<file path="config.mk">
export PLATFORM = sky130hd
export DESIGN_NAME = opb_register_simulink2ppc
export DESIGN_NICKNAME = d
export VERILOG_FILES = /design/src/rtl/roach_opb_pkg.sv /design/src/rtl/opb_slave_ack.sv /design/src/rtl/opb_register_simulink2ppc.sv
export SDC_FILE = /design/constraint.sdc
export NUM_CORES = 1
export LEC_CHECK = 0
export ABC_CLOCK_PERIOD_IN_PS = 6200
export CAP_MARGIN = 20
export CORE_UTILIZATION = 40
export CTS_CLUSTER_SIZE = 30
export DETAILED_ROUTE_END_ITERATION = 7
export GPL_TIMING_DRIVEN = 0
export PLACE_DENSITY = 0.67
export SYNTH_ARGS = -nofsm -noshare
export SYNTH_HDL_FRONTEND = slang
export SYNTH_SLANG_ARGS = --single-unit
</file>
<file path="constraint.sdc">
create_clock -name OPB_Clk -period 6.2 [get_ports OPB_Clk]
set_input_delay 0.93 -clock OPB_Clk [delete_from_list [all_inputs] [get_ports OPB_Clk]]
set_output_delay 0.93 -clock OPB_Clk [all_outputs]
set_load 0.03 [all_outputs]
</file>
<file path="src/rtl/roach_opb_pkg.sv">
// Shared OPB slave definitions: register offsets, status bit positions (bus numbering, bit 0 = MSB)
// and the transfer FSM encoding.
package roach_opb_pkg;

  localparam logic [31:0] OFS_DATA   = 32'h0000_0000;
  localparam logic [31:0] OFS_STATUS = 32'h0000_0004;

  localparam int STAT_FRESH   = 31;
  localparam int STAT_OVR     = 30;
  localparam int STAT_CNT_MSB = 0;
  localparam int STAT_CNT_LSB = 15;

  typedef enum logic [1:0] {
    ST_IDLE   = 2'd0,
    ST_DECODE = 2'd1,
    ST_ACK    = 2'd2
  } opb_state_e;

endpackage

</file>
<file path="src/rtl/opb_slave_ack.sv">
// OPB slave handshake: window decode, IDLE/DECODE/ACK sequencing and a one-cycle post-ack guard.
// Ack lands two cycles after select is first seen; a select dropped during DECODE aborts silently.
module opb_slave_ack
  import roach_opb_pkg::*;
#(
  parameter int                      C_OPB_AWIDTH = 32,
  parameter logic [C_OPB_AWIDTH-1:0] C_BASEADDR   = 32'h0100_0F00,
  parameter logic [C_OPB_AWIDTH-1:0] C_HIGHADDR   = 32'h0100_0FFF
) (
  input  logic                    clk_i,
  input  logic                    rst_i,
  input  logic [0:C_OPB_AWIDTH-1] abus_i,
  input  logic                    select_i,
  input  logic                    rnw_i,
  output logic                    load_o,
  output logic                    ack_o,
  output logic                    rnw_o,
  output logic [C_OPB_AWIDTH-1:0] ofs_o
);

  opb_state_e              state_q, state_d;
  logic                    ack_dly_q, ack_dly_d;
  logic                    rnw_q, rnw_d;
  logic [C_OPB_AWIDTH-1:0] ofs_q, ofs_d;
  logic [C_OPB_AWIDTH-1:0] addr;
  logic [C_OPB_AWIDTH-1:0] addr_ofs;
  logic                    hit;

  assign addr     = abus_i;
  assign addr_ofs = addr - C_BASEADDR;
  // A master still holding select right after its ack must not start a second transfer.
  assign hit      = select_i && !ack_dly_q && (addr >= C_BASEADDR) && (addr <= C_HIGHADDR);

  always_comb begin
    state_d   = state_q;
    ofs_d     = ofs_q;
    rnw_d     = rnw_q;
    ack_dly_d = (state_q == ST_ACK);
    load_o    = 1'b0;
    ack_o     = 1'b0;
    case (state_q)
      ST_IDLE: begin
        if (hit) begin
          state_d = ST_DECODE;
          ofs_d   = addr_ofs & {{(C_OPB_AWIDTH-2){1'b1}}, 2'b00};
          rnw_d   = rnw_i;
        end
      end
      ST_DECODE: begin
        if (select_i) begin
          state_d = ST_ACK;
          load_o  = 1'b1;
        end else begin
          state_d = ST_IDLE;
        end
      end
      ST_ACK: begin
        ack_o   = 1'b1;
        state_d = ST_IDLE;
      end
      default: state_d = ST_IDLE;
    endcase
  end

  always_ff @(posedge clk_i) begin
    if (rst_i) begin
      state_q   <= ST_IDLE;
      ack_dly_q <= 1'b0;
      rnw_q     <= 1'b0;
      ofs_q     <= '0;
    end else begin
      state_q   <= state_d;
      ack_dly_q <= ack_dly_d;
      rnw_q     <= rnw_d;
      ofs_q     <= ofs_d;
    end
  end

  assign rnw_o = rnw_q;
  assign ofs_o = ofs_q;

endmodule

</file>
<file path="src/rtl/opb_register_simulink2ppc.sv">
// Fabric-to-PPC readback register: snapshots a user word and serves DATA/STATUS on a two-word OPB window.
// Reads see the value at entry to ACK; a DATA-read ack clears fresh unless a new word lands that cycle.
module opb_register_simulink2ppc
  import roach_opb_pkg::*;
#(
  parameter logic [31:0] C_BASEADDR   = 32'h0100_0F00,
  parameter logic [31:0] C_HIGHADDR   = 32'h0100_0FFF,
  parameter int          C_OPB_AWIDTH = 32,
  parameter int          C_OPB_DWIDTH = 32,
  parameter              C_FAMILY     = "virtex5"
) (
  input  logic                    OPB_Clk,
  input  logic                    OPB_Rst,
  input  logic [0:C_OPB_AWIDTH-1] OPB_ABus,
  input  logic [0:3]              OPB_BE,
  input  logic [0:C_OPB_DWIDTH-1] OPB_DBus,
  input  logic                    OPB_RNW,
  input  logic                    OPB_select,
  input  logic                    OPB_seqAddr,
  output logic [0:C_OPB_DWIDTH-1] Sl_DBus,
  output logic                    Sl_xferAck,
  output logic                    Sl_errAck,
  output logic                    Sl_retry,
  output logic                    Sl_toutSup,
  input  logic [31:0]             user_data_in,
  input  logic                    user_data_valid
);

  localparam int unused_family_bits = $bits(C_FAMILY);

  logic                    load, ack, rnw;
  logic [C_OPB_AWIDTH-1:0] ofs;
  logic                    sel_data, sel_status, rd_data_ack, wr_stat_ack;
  logic [31:0]             data_q, data_d;
  logic [15:0]             cnt_q, cnt_d;
  logic                    fresh_q, fresh_d, ovr_q, ovr_d;
  logic [0:C_OPB_DWIDTH-1] rdata_q, rdata_d;
  logic [0:31]             status_w;
  logic                    unused_in;

  opb_slave_ack #(
    .C_OPB_AWIDTH (C_OPB_AWIDTH),
    .C_BASEADDR   (C_BASEADDR),
    .C_HIGHADDR   (C_HIGHADDR)
  ) u_ack (
    .clk_i    (OPB_Clk),
    .rst_i    (OPB_Rst),
    .abus_i   (OPB_ABus),
    .select_i (OPB_select),
    .rnw_i    (OPB_RNW),
    .load_o   (load),
    .ack_o    (ack),
    .rnw_o    (rnw),
    .ofs_o    (ofs)
  );

  assign sel_data    = (ofs == C_OPB_AWIDTH'(OFS_DATA));
  assign sel_status  = (ofs == C_OPB_AWIDTH'(OFS_STATUS));
  assign rd_data_ack = ack && rnw && sel_data;
  assign wr_stat_ack = ack && !rnw && sel_status;

  always_comb begin
    status_w                           = '0;
    status_w[STAT_CNT_MSB:STAT_CNT_LSB] = cnt_q;
    status_w[STAT_OVR]                 = ovr_q;
    status_w[STAT_FRESH]               = fresh_q;
  end

  always_comb begin
    rdata_d = '0;
    if (load && rnw) begin
      if (sel_data)        rdata_d = data_q;
      else if (sel_status) rdata_d = status_w;
    end
  end

  // A status write clears first, so a same-cycle capture still counts as the first new word.
  always_comb begin
    data_d  = user_data_valid ? user_data_in : data_q;
    cnt_d   = wr_stat_ack ? 16'd0 : cnt_q;
    fresh_d = fresh_q;
    ovr_d   = wr_stat_ack ? 1'b0 : ovr_q;
    if (wr_stat_ack || rd_data_ack) fresh_d = 1'b0;
    if (user_data_valid) begin
      cnt_d   = cnt_d + 16'd1;
      fresh_d = 1'b1;
      if (fresh_q && !rd_data_ack && !wr_stat_ack) ovr_d = 1'b1;
    end
  end

  always_ff @(posedge OPB_Clk) begin
    if (OPB_Rst) begin
      data_q  <= '0;
      cnt_q   <= '0;
      fresh_q <= 1'b0;
      ovr_q   <= 1'b0;
      rdata_q <= '0;
    end else begin
      data_q  <= data_d;
      cnt_q   <= cnt_d;
      fresh_q <= fresh_d;
      ovr_q   <= ovr_d;
      rdata_q <= rdata_d;
    end
  end

  assign unused_in  = ^{OPB_BE, OPB_DBus, OPB_seqAddr};
  assign Sl_DBus    = rdata_q;
  assign Sl_xferAck = ack;
  assign Sl_errAck  = 1'b0;
  assign Sl_retry   = 1'b0;
  assign Sl_toutSup = 1'b0;

endmodule
</file>
== After elaboration in Yosys (flattened, before gate mapping) ==
Cells that the tools add are included.
Word-level totals
  register bits after elaboration: 116
  input port bits: 106
  word-level logic and storage cells: 53
Cells by class
  add/sub/neg operators: 2
  order comparisons: 2
  equality and inequality tests: 4
  muxes and demuxes: 15
  bitwise operators: 1
  reduce and logical (&&, ||, !) cells: 20
Operators by type and width (count)
  $mux W32: 2
  $ge A32 B25 Y1 const B: 1
  $le A32 B25 Y1 const B: 1
  $logic_not A32 Y1: 1
  $mux W16: 2
  $sub A32 B25 Y32 const B: 1
  $eq A30 B1 Y1 const B: 1
  $add A16 B1 Y16 const B: 1
  $logic_and A1 B1 Y1: 10
  $mux W1: 8
  $logic_not A1 Y1: 4
  $mux W2: 2
  $pmux W2 S2: 1
  $eq A2 B1 Y1 const B: 1
  $eq A2 B2 Y1 const B: 1
  $logic_not A2 Y1: 1
  $ne A2 B1 Y1 const B: 1
  $reduce_and A2 Y1: 1
  $reduce_bool A2 Y1: 1
  $reduce_or A2 Y1: 1
  $logic_or A1 B1 Y1: 1
  $not A1 Y1: 1

== Longest topological paths before layout ==
Gate-level depths: netlist (run 1).
  word-level depth: 9
  mapped depth: 10
  depth with buffers taken out: 9

== Cells and area by module ==
Synthesis (run 1) repeated with hierarchy kept, for this count alone.
Unflattened totals
  cell total of the unflattened synthesis: 405
  area, all modules: 4390.5 µm²
By module, submodules not included
  opb_register_simulink2ppc: times used 1, cells an instance 293, area each 3139.3 µm²
  opb_slave_ack: times used 1, cells an instance 112, area each 1251.2 µm²

== Worst setup path before layout (run 1) ==
No wires, ideal clock.
  path type: in2reg
  start point: input OPB_ABus[23] in the netlist's numbering
  end point: register u_ack.ofs_q[12], in the netlist u_ack.ofs_o[12]
  setup time: 131 ps
  data arrival time: 2141 ps
  slack: 3928 ps
  stages: 7
  cells stage by stage: ha_1 > nor4bb_1 > and3_1 > buf_2 > and2_1 > clkbuf_1 > nor3b_1
On the way
  longest elaborated chain between the ends: 4
  elaborated cells on any way between the ends: 6
Ends and longest elaborated chain
  start: declaration: RTL line opb_register_simulink2ppc.sv:14  | input logic [0:C_OPB_AWIDTH-1] OPB_ABus,
  $ge A32 B25 Y1: RTL line opb_slave_ack.sv:32  | assign hit = select_i && !ack_dly_q && (addr >= C_BASEADDR) && (addr <= C_HIGHADDR);
  $logic_and A1 B1 Y1 (2 in series): RTL line opb_slave_ack.sv:32
  $reduce_and A2 Y1 (no line)
  end signal: assignment: RTL line opb_slave_ack.sv:75  | ofs_q <= ofs_d;
  end: declaration: RTL line opb_slave_ack.sv:24  | logic [C_OPB_AWIDTH-1:0] ofs_q, ofs_d;
Several ways; a longest one is shown, not always the timed one.
A chain may end at the register's enable or synchronous reset.

== Worst setup path after layout (run 1) ==
  start point: register u_ack.state_q[0]
  end point: output Sl_xferAck
On the way
  longest elaborated chain between the ends: 2
Ends and longest elaborated chain
  start: declaration: RTL line opb_slave_ack.sv:21  | opb_state_e state_q, state_d;
  start signal: assignment: RTL line opb_slave_ack.sv:72  | state_q <= state_d;
  $eq A2 B2 Y1: RTL line opb_slave_ack.sv:41  | case (state_q)
  $mux W1: RTL line opb_slave_ack.sv:41
  end: declaration: RTL line opb_register_simulink2ppc.sv:21  | output logic Sl_xferAck,
No other way between the ends.

==> results of run 1 <==
==> layout make-up <==
class / instances / area share (%)
sequential: 116 / 37.6
clock inverter: 14 / 3.67
clock buffer: 18 / 6.76
multi-input combinational: 275 / 30.6
tap: 136 / 2.75
timing repair buffer: 98 / 15.9
inverter: 8 / 0.486
buffer: 30 / 2.27
==> synth_stat cells (3+ instances only) <==
library cell	instances
a21oi_1	26
a22o_1	18
and2_1	16
and3_1	4
and4_1	3
buf_1	3
buf_2	7
buf_4	3
clkbuf_1	16
dfxtp_1	116
inv_1	8
mux2i_1	32
nand2_1	5
nand3_1	18
nand4_1	10
nor2_1	44
nor3_1	7
nor3b_1	11
nor4_1	7
nor4_2	3
nor4_4	5
nor4b_1	3
o21ai_0	20
or3_1	4
xnor2_1	6
xor2_1	5
==> state kept, by name, summed over array words and instances (netlist names) <==
| name | cells |
|---|---|
| ovr_q | 1 |
| u_ack.ofs_o | 30 |
| u_ack.ack_dly_q | 1 |
| Sl_DBus | 32 |
| fresh_q | 1 |
| u_ack.state_q | 2 |
| data_q | 32 |
| cnt_q | 16 |
| u_ack.rnw_o | 1 |
==> report_power, final <==
part           internal, µW  switching, µW
Combinational          57.2           39.3
Sequential              761           8.88
Clock                   699            351
Total                  1520            399
==> worst reg2reg max path, delay by kind of cell, from the launching register on <==
family,cells,cell delay (ns)
and+or+nand+nor,7,1.48
DFF,1,0.37
adders and majority gates,1,0.21
xor gates and xnor gates,1,0.17
buffers and inverters,1,0.16
==> cells by family (layout without fill, tap and decap cells) <==
group	Yosys count	count (layout)	synth area share [%]
mux	32	32	7.32
simple gates	151	151	21.6
buf+inv	38	168	3.89
fa+ha+maj	2	2	0.572
other cells	1	3	0.0857
xor+xnor	11	11	2.20
compound gates	76	76	11.2
flops	116	116	53.1
==> worst min-delay path by stage <==
stage	endpoint	cells after the start	start	slack [ns]
4_1_cts	Sl_DBus[24]$_SDFF_PP0_	1	data_q[7]$_SDFFE_PP0P_	0.46
2_1_floorplan	Sl_DBus[16]$_SDFF_PP0_	1	data_q[15]$_SDFFE_PP0P_	0.43
3_5_place_dp	Sl_DBus[24]$_SDFF_PP0_	1	data_q[7]$_SDFFE_PP0P_	0.44
5_1_grt	Sl_DBus[24]$_SDFF_PP0_	1	data_q[7]$_SDFFE_PP0P_	0.47
3_3_place_gp	Sl_DBus[25]$_SDFF_PP0_	1	data_q[6]$_SDFFE_PP0P_	0.43
6_report	Sl_DBus[18]$_SDFF_PP0_	1	data_q[13]$_SDFFE_PP0P_	0.45
==> metrics by stage <==
step | setup slack [ns] | cells
after floorplan | 3.93 | 429
after global placement | 3.09 | 663
after detailed placement | 3.02 | 663
after CTS | 3.42 | 695
after global routing | 3.37 | 695
final | 3.45 | 695
==> per-layer routing <==
layer	GRT usage, %	share of wire, %	up-vias
met5	0	0	-
met4	7.14	0.97	0
met3	5.47	6.0	8
met2	30.6	47	126
met1	22.2	46	1631
li1	-	-	1777
==> out/metrics.cfg, run 1 <==
[timing]
skew_ns=0.00626
grt_setup_unrepaired=false
clock.fmax_mhz=363
finalSetupViolations=0
worst_slew_pin_slew_ns=0.717
post-route-min-period_ns=2.75
hold_violations=0
fin_hold_ws_ns=0.454
maxSlewViolCount=0
fin_setup_tns_ns=0
maxSlewHeadroom_pct=52.2
timing.final.crit_share_pct=44.4

[global_route]
grtUsageTotal_pct=18.4
grt_max_degree=17
grt_pass1_vias=3454
grt_overflow_total=0
antenna_found_initial=0
grt_pass1_wl_um=16200

[clocking]
cts_resized=0
ctsHoldBuffers=0
cts_tree=yes
post_cts_buffers=0
cts_buffers=17
clkLatencyLatePin_ns=0.50
htreeDepth=4
clock-sinks=116
cts_buffer_depth=2
cts-root-buf=clkbuf_8
clk_pin_slew_ns=0.06

[worst_hold_path]
hold_class=flip-flop to flip-flop

[final_layout]
seqCellArea_um2=2320
multi_input_area_um2=1890
utilization_pct=59.1
diodes=0
final_cell_mix=dfxtp_1, clkdlybuf4s50_1, nor2_1, mux2i_1, a21oi_1
fillCellCount=911
fin_area_um2=6180
area_growth_pct=41.2
drive_above_1_share_pct=10.0
final_common_cell=dfxtp_1
final_nets=654

[critical_path]
r2r_start=u_ack.state_q[1]$_SDFFE_PP0P_
path_class=flip-flop to output port
cp_cell_sequence=nand2b_1 -> inv_1 -> clkdlybuf4s50_1
endpoint_kind=output port
ff2ff_setup_slack_ns=3.70
crit_cells=3
crit_path_max_fanout=5
path_buf_inv=2
cpPeakStageDelay_ns=0.67
worstPathRequired_ns=5.27
cp_data_arrival_time_ns=1.82
worstSetupEndpoint=Sl_xferAck
cp_top_family=buffers and inverters
reg2reg_to=cnt_q[6]$_SDFF_PP0_
startpoint=u_ack.state_q[0]$_SDFFE_PP0P_
start_kind=flip-flop
reg2reg_depth=10
critPathSlowestCell=clkdlybuf4s50_1

[synth]
synth-async-reset-ratio_pct=0
synth_edf_count=0
synth_top_cell_by_area=dfxtp_1
synth-seq-cells=116
synth_warnings=0
synth_top_area_share_pct=53.1
synth-seq-area-share_pct=53.1
avgSynthCellArea_um2=10.2
syn_inst=427
synthTopCellsByArea=dfxtp_1, mux2i_1, nor2_1, a22o_1, a21oi_1
syn-cell-area_um2=4380
ys_types=49
synth_top_flop_cell=dfxtp_1

[die]
die-area_um2=11400
num_rows=37
die_width_um=107
initial_utilization_pct=41.8
core_area_um2=10500
io_pins=142
dieHeight_um=107

[place]
dpl_cell_area_um2=5530
port_buffers=98
dpl.hpwl_um=7200
routabilityCongestion=0.800

[routing]
post_drt_wl_per_cell_um=14.2
viasPerCell=5.10
drtAntennaViolNets=0
num_vias=3542
drc=0
drt-total-wl_um=9850
drt_iter0_drc=116
drt_pass1_iterations=4

[pwr]
power_density_nw_per_um2=310
power_uw=1920
vdd_drop_max_mv=0.170
leakagePower_uw=0.00235

[status]
status=finished clean

[run]
max_cap_viol_count=0

Power figures use the tool's default switching activity.
==> run 2: changes to the inputs <==
--- a/config.mk
+++ b/config.mk
@@ -5,13 +5,13 @@
 export SDC_FILE = /design/constraint.sdc
 export NUM_CORES = 1
 export LEC_CHECK = 0
-export ABC_CLOCK_PERIOD_IN_PS = 6200
+export ABC_CLOCK_PERIOD_IN_PS = 2400
 export CAP_MARGIN = 20
 export CORE_UTILIZATION = 40
 export CTS_CLUSTER_SIZE = 30
 export DETAILED_ROUTE_END_ITERATION = 7
 export GPL_TIMING_DRIVEN = 0
-export PLACE_DENSITY = 0.67
+export PLACE_DENSITY = 0.7
 export SYNTH_ARGS = -nofsm -noshare
 export SYNTH_HDL_FRONTEND = slang
 export SYNTH_SLANG_ARGS = --single-unit
==> constraint.sdc (replaced) <==
create_clock -name OPB_Clk -period 2.4 [get_ports OPB_Clk]
set_input_delay 0.36 -clock OPB_Clk [delete_from_list [all_inputs] [get_ports OPB_Clk]]
set_output_delay 0.36 -clock OPB_Clk [all_outputs]
set_load 0.03 [all_outputs]
==> run 2 against run 1 <==
Routed wire length up 3.6%. Sequential share of layout area is 0.053 points lower. Combinational power grew to 2.6 times the previous value. Critical path depth grew 6. Non-clock buffer count up 1. Clock skew is 0.0087 ns higher. Largest cell class unchanged.
==> out/metrics.cfg, run 2 (same netlist as run 1, synthesis figures left out) <==
[timing]
skew_ns=0.0149  ; +0.00867 ns
clock.fmax_mhz=443
worst_slew_pin_slew_ns=0.718  ; +0.000705 ns
hold_violations=0  ; unchanged
finalSetupViolations=0  ; unchanged
maxSlewViolCount=0  ; unchanged
post-route-min-period_ns=2.26
grt_setup_unrepaired=false
timing.final.crit_share_pct=94.0
maxSlewHeadroom_pct=52.1  ; about the same
timing.final.ws_setup_ns=0.145  ; -3.30 ns

[global_route]
grtUsageTotal_pct=18.9  ; +0.48 points
grt_overflow_total=0  ; unchanged
grt_pass1_vias=3484  ; +0.87%
antenna_found_initial=0  ; unchanged
grt_pass1_wl_um=16500  ; +1.4%
grt_max_degree=17  ; unchanged

[clocking]
cts-root-buf=clkbuf_8
cts_buffer_depth=2  ; unchanged
cts_tree=yes
clkLatencyLatePin_ns=0.52  ; +0.02 ns
cts_buffers=17  ; unchanged
clk_pin_slew_ns=0.06  ; about the same
ctsHoldBuffers=0  ; unchanged
htreeDepth=4  ; unchanged
clock-sinks=116  ; unchanged

[final_layout]
final_common_cell=dfxtp_1
area_growth_pct=41.4
seqCellArea_um2=2320  ; unchanged
multi_input_area_um2=1930  ; +2.0%
drive_above_1_share_pct=10.7  ; +0.70 points
fillCellCount=906  ; -0.55%
final_cell_mix=dfxtp_1, clkdlybuf4s50_1, nor2_1, mux2i_1, a21oi_1
final_cell_count_no_fill=696  ; +0.14%
diodes=0  ; unchanged
final_nets=655  ; +0.15%

[pwr]
power_density_nw_per_um2=771  ; +150%
vdd_drop_max_mv=0.364  ; +110%
leakagePower_uw=0.00236  ; +0.12%
power_uw=4770  ; +150%

[critical_path]
start_kind=flip-flop
endpoint_kind=flip-flop
cp_cell_sequence=nor4_4 -> nand4_1 -> nor3_2 -> nor2b_1 -> ha_1 -> and2_1 -> nand3_1 -> xor2_1 -> nor2_1
critPathSlowestCell=nor3_2
path_buf_inv=0  ; -2
cp_top_family=simple AND/OR/NAND/NOR gates
worstPathRequired_ns=2.80  ; -2.47 ns
path_class=flip-flop to flip-flop
crit_path_max_fanout=6  ; +1
cpPeakStageDelay_ns=0.34  ; -0.33 ns
cp_data_arrival_time_ns=2.65  ; +0.83 ns

[worst_hold_path]
hold_class=input pin to flip-flop

[place]
routabilityCongestion=0.814  ; +1.7%
pre_cts_ws_ns=-0.182  ; -3.20 ns
dpl.hpwl_um=7300  ; +1.5%
port_buffers=98  ; unchanged
dp_cells=663  ; unchanged

[die]
dieHeight_um=107  ; unchanged
die-area_um2=11400  ; unchanged
die_width_um=107  ; unchanged
initial_utilization_pct=41.8  ; unchanged
num_rows=37  ; unchanged
core_area_um2=10500  ; unchanged
io_pins=142  ; unchanged

[routing]
viasPerCell=5.14  ; +0.84%
drt_pass1_iterations=4  ; unchanged
drt_iter0_drc=138  ; +19%
drtAntennaViolNets=0  ; unchanged
num_vias=3577  ; +0.99%
drt-total-wl_um=10200  ; +3.6%
drc=0  ; unchanged
post_drt_wl_per_cell_um=14.7  ; +3.4%

[run]
max_cap_viol_count=0  ; unchanged

[status]
status=finished clean

-- run 2: cell types whose count changed in the layout (fill, tap and decap cells not counted) --
cell        delta
clkbuf_8       +1
nor4_4         +3
nor3_1         -1
clkinv_4       -2
buf_4          +2
clkinvlp_4     +2
nor4_2         -3
clkbuf_1       -1
inv_6          +1
bufinv_16      -2
nor4b_2        +1
nor3_2         +1
nor4b_1        -1
-- run 2: what timing repair did --
item,4_1_cts,5_1_grt
setup buffers,0,2
pin swaps,0,3
setup endpoints to repair,1,5
resized for setup,1,4
-- run 2: per-stage QoR --
stage / area [µm²] / util [%] / hold WS (ns) / setup TNS (ns)
after floorplan: 4380 / - / 0.429 / 0
after global placement: 5530 / 52.9 / 0.435 / -1.54
after detailed placement: 5530 / 52.9 / 0.439 / -2.62
after CTS: 6140 / 58.7 / 0.261 / 0
after global routing: 6190 / 59.1 / 0.316 / 0
final: 6190 / 59.1 / 0.281 / 0
-- run 2: final timing paths --
kind	start	slack (ns)	cells after the start	to
setup / recovery	u_ack.ofs_o[25]$_SDFFE_PP0P_	0.14	9	cnt_q[6]$_SDFF_PP0_
hold / removal	OPB_Rst	0.28	2	cnt_q[2]$_SDFF_PP0_
setup reg to reg	u_ack.ofs_o[25]$_SDFFE_PP0P_	0.14	9	cnt_q[6]$_SDFF_PP0_
hold reg to reg	data_q[5]$_SDFFE_PP0P_	0.45	1	Sl_DBus[26]$_SDFF_PP0_
-- run 2: area by class of cell --
| type | instances | area share, % |
|---|---|---|
| Buffer | 29 | 2.20 |
| Clock buffer | 19 | 6.98 |
| Clock inverter | 13 | 2.79 |
| Inverter | 8 | 0.485 |
| Multi-Input combinational cell | 275 | 31.2 |
| Sequential cell | 116 | 37.5 |
| Tap cell | 136 | 2.75 |
| Timing Repair Buffer | 100 | 16.1 |
-- run 2: worst register-to-register path, delay by kind of cell, from the launching register on --
family        cells  cell delay (ns)
xor+xnor          1             0.15
fa+ha+maj         1             0.21
flops             1             0.33
simple gates      7             1.45
-- run 2: layer usage --
layer  up-vias  GRT usage (%)  share of wire [%]
met4         0           6.95               0.84
met1      1682           22.4                 45
met5         -              0                  0
met3         8           6.32                6.1
li1       1777              -                  -
met2       110           31.6                 48
-- run 2: report_power, final --
part           internal, µW  switching, µW  total [µW]
Combinational           148            105         253
Sequential             1970           23.8        1990
Clock                  1620            906        2530
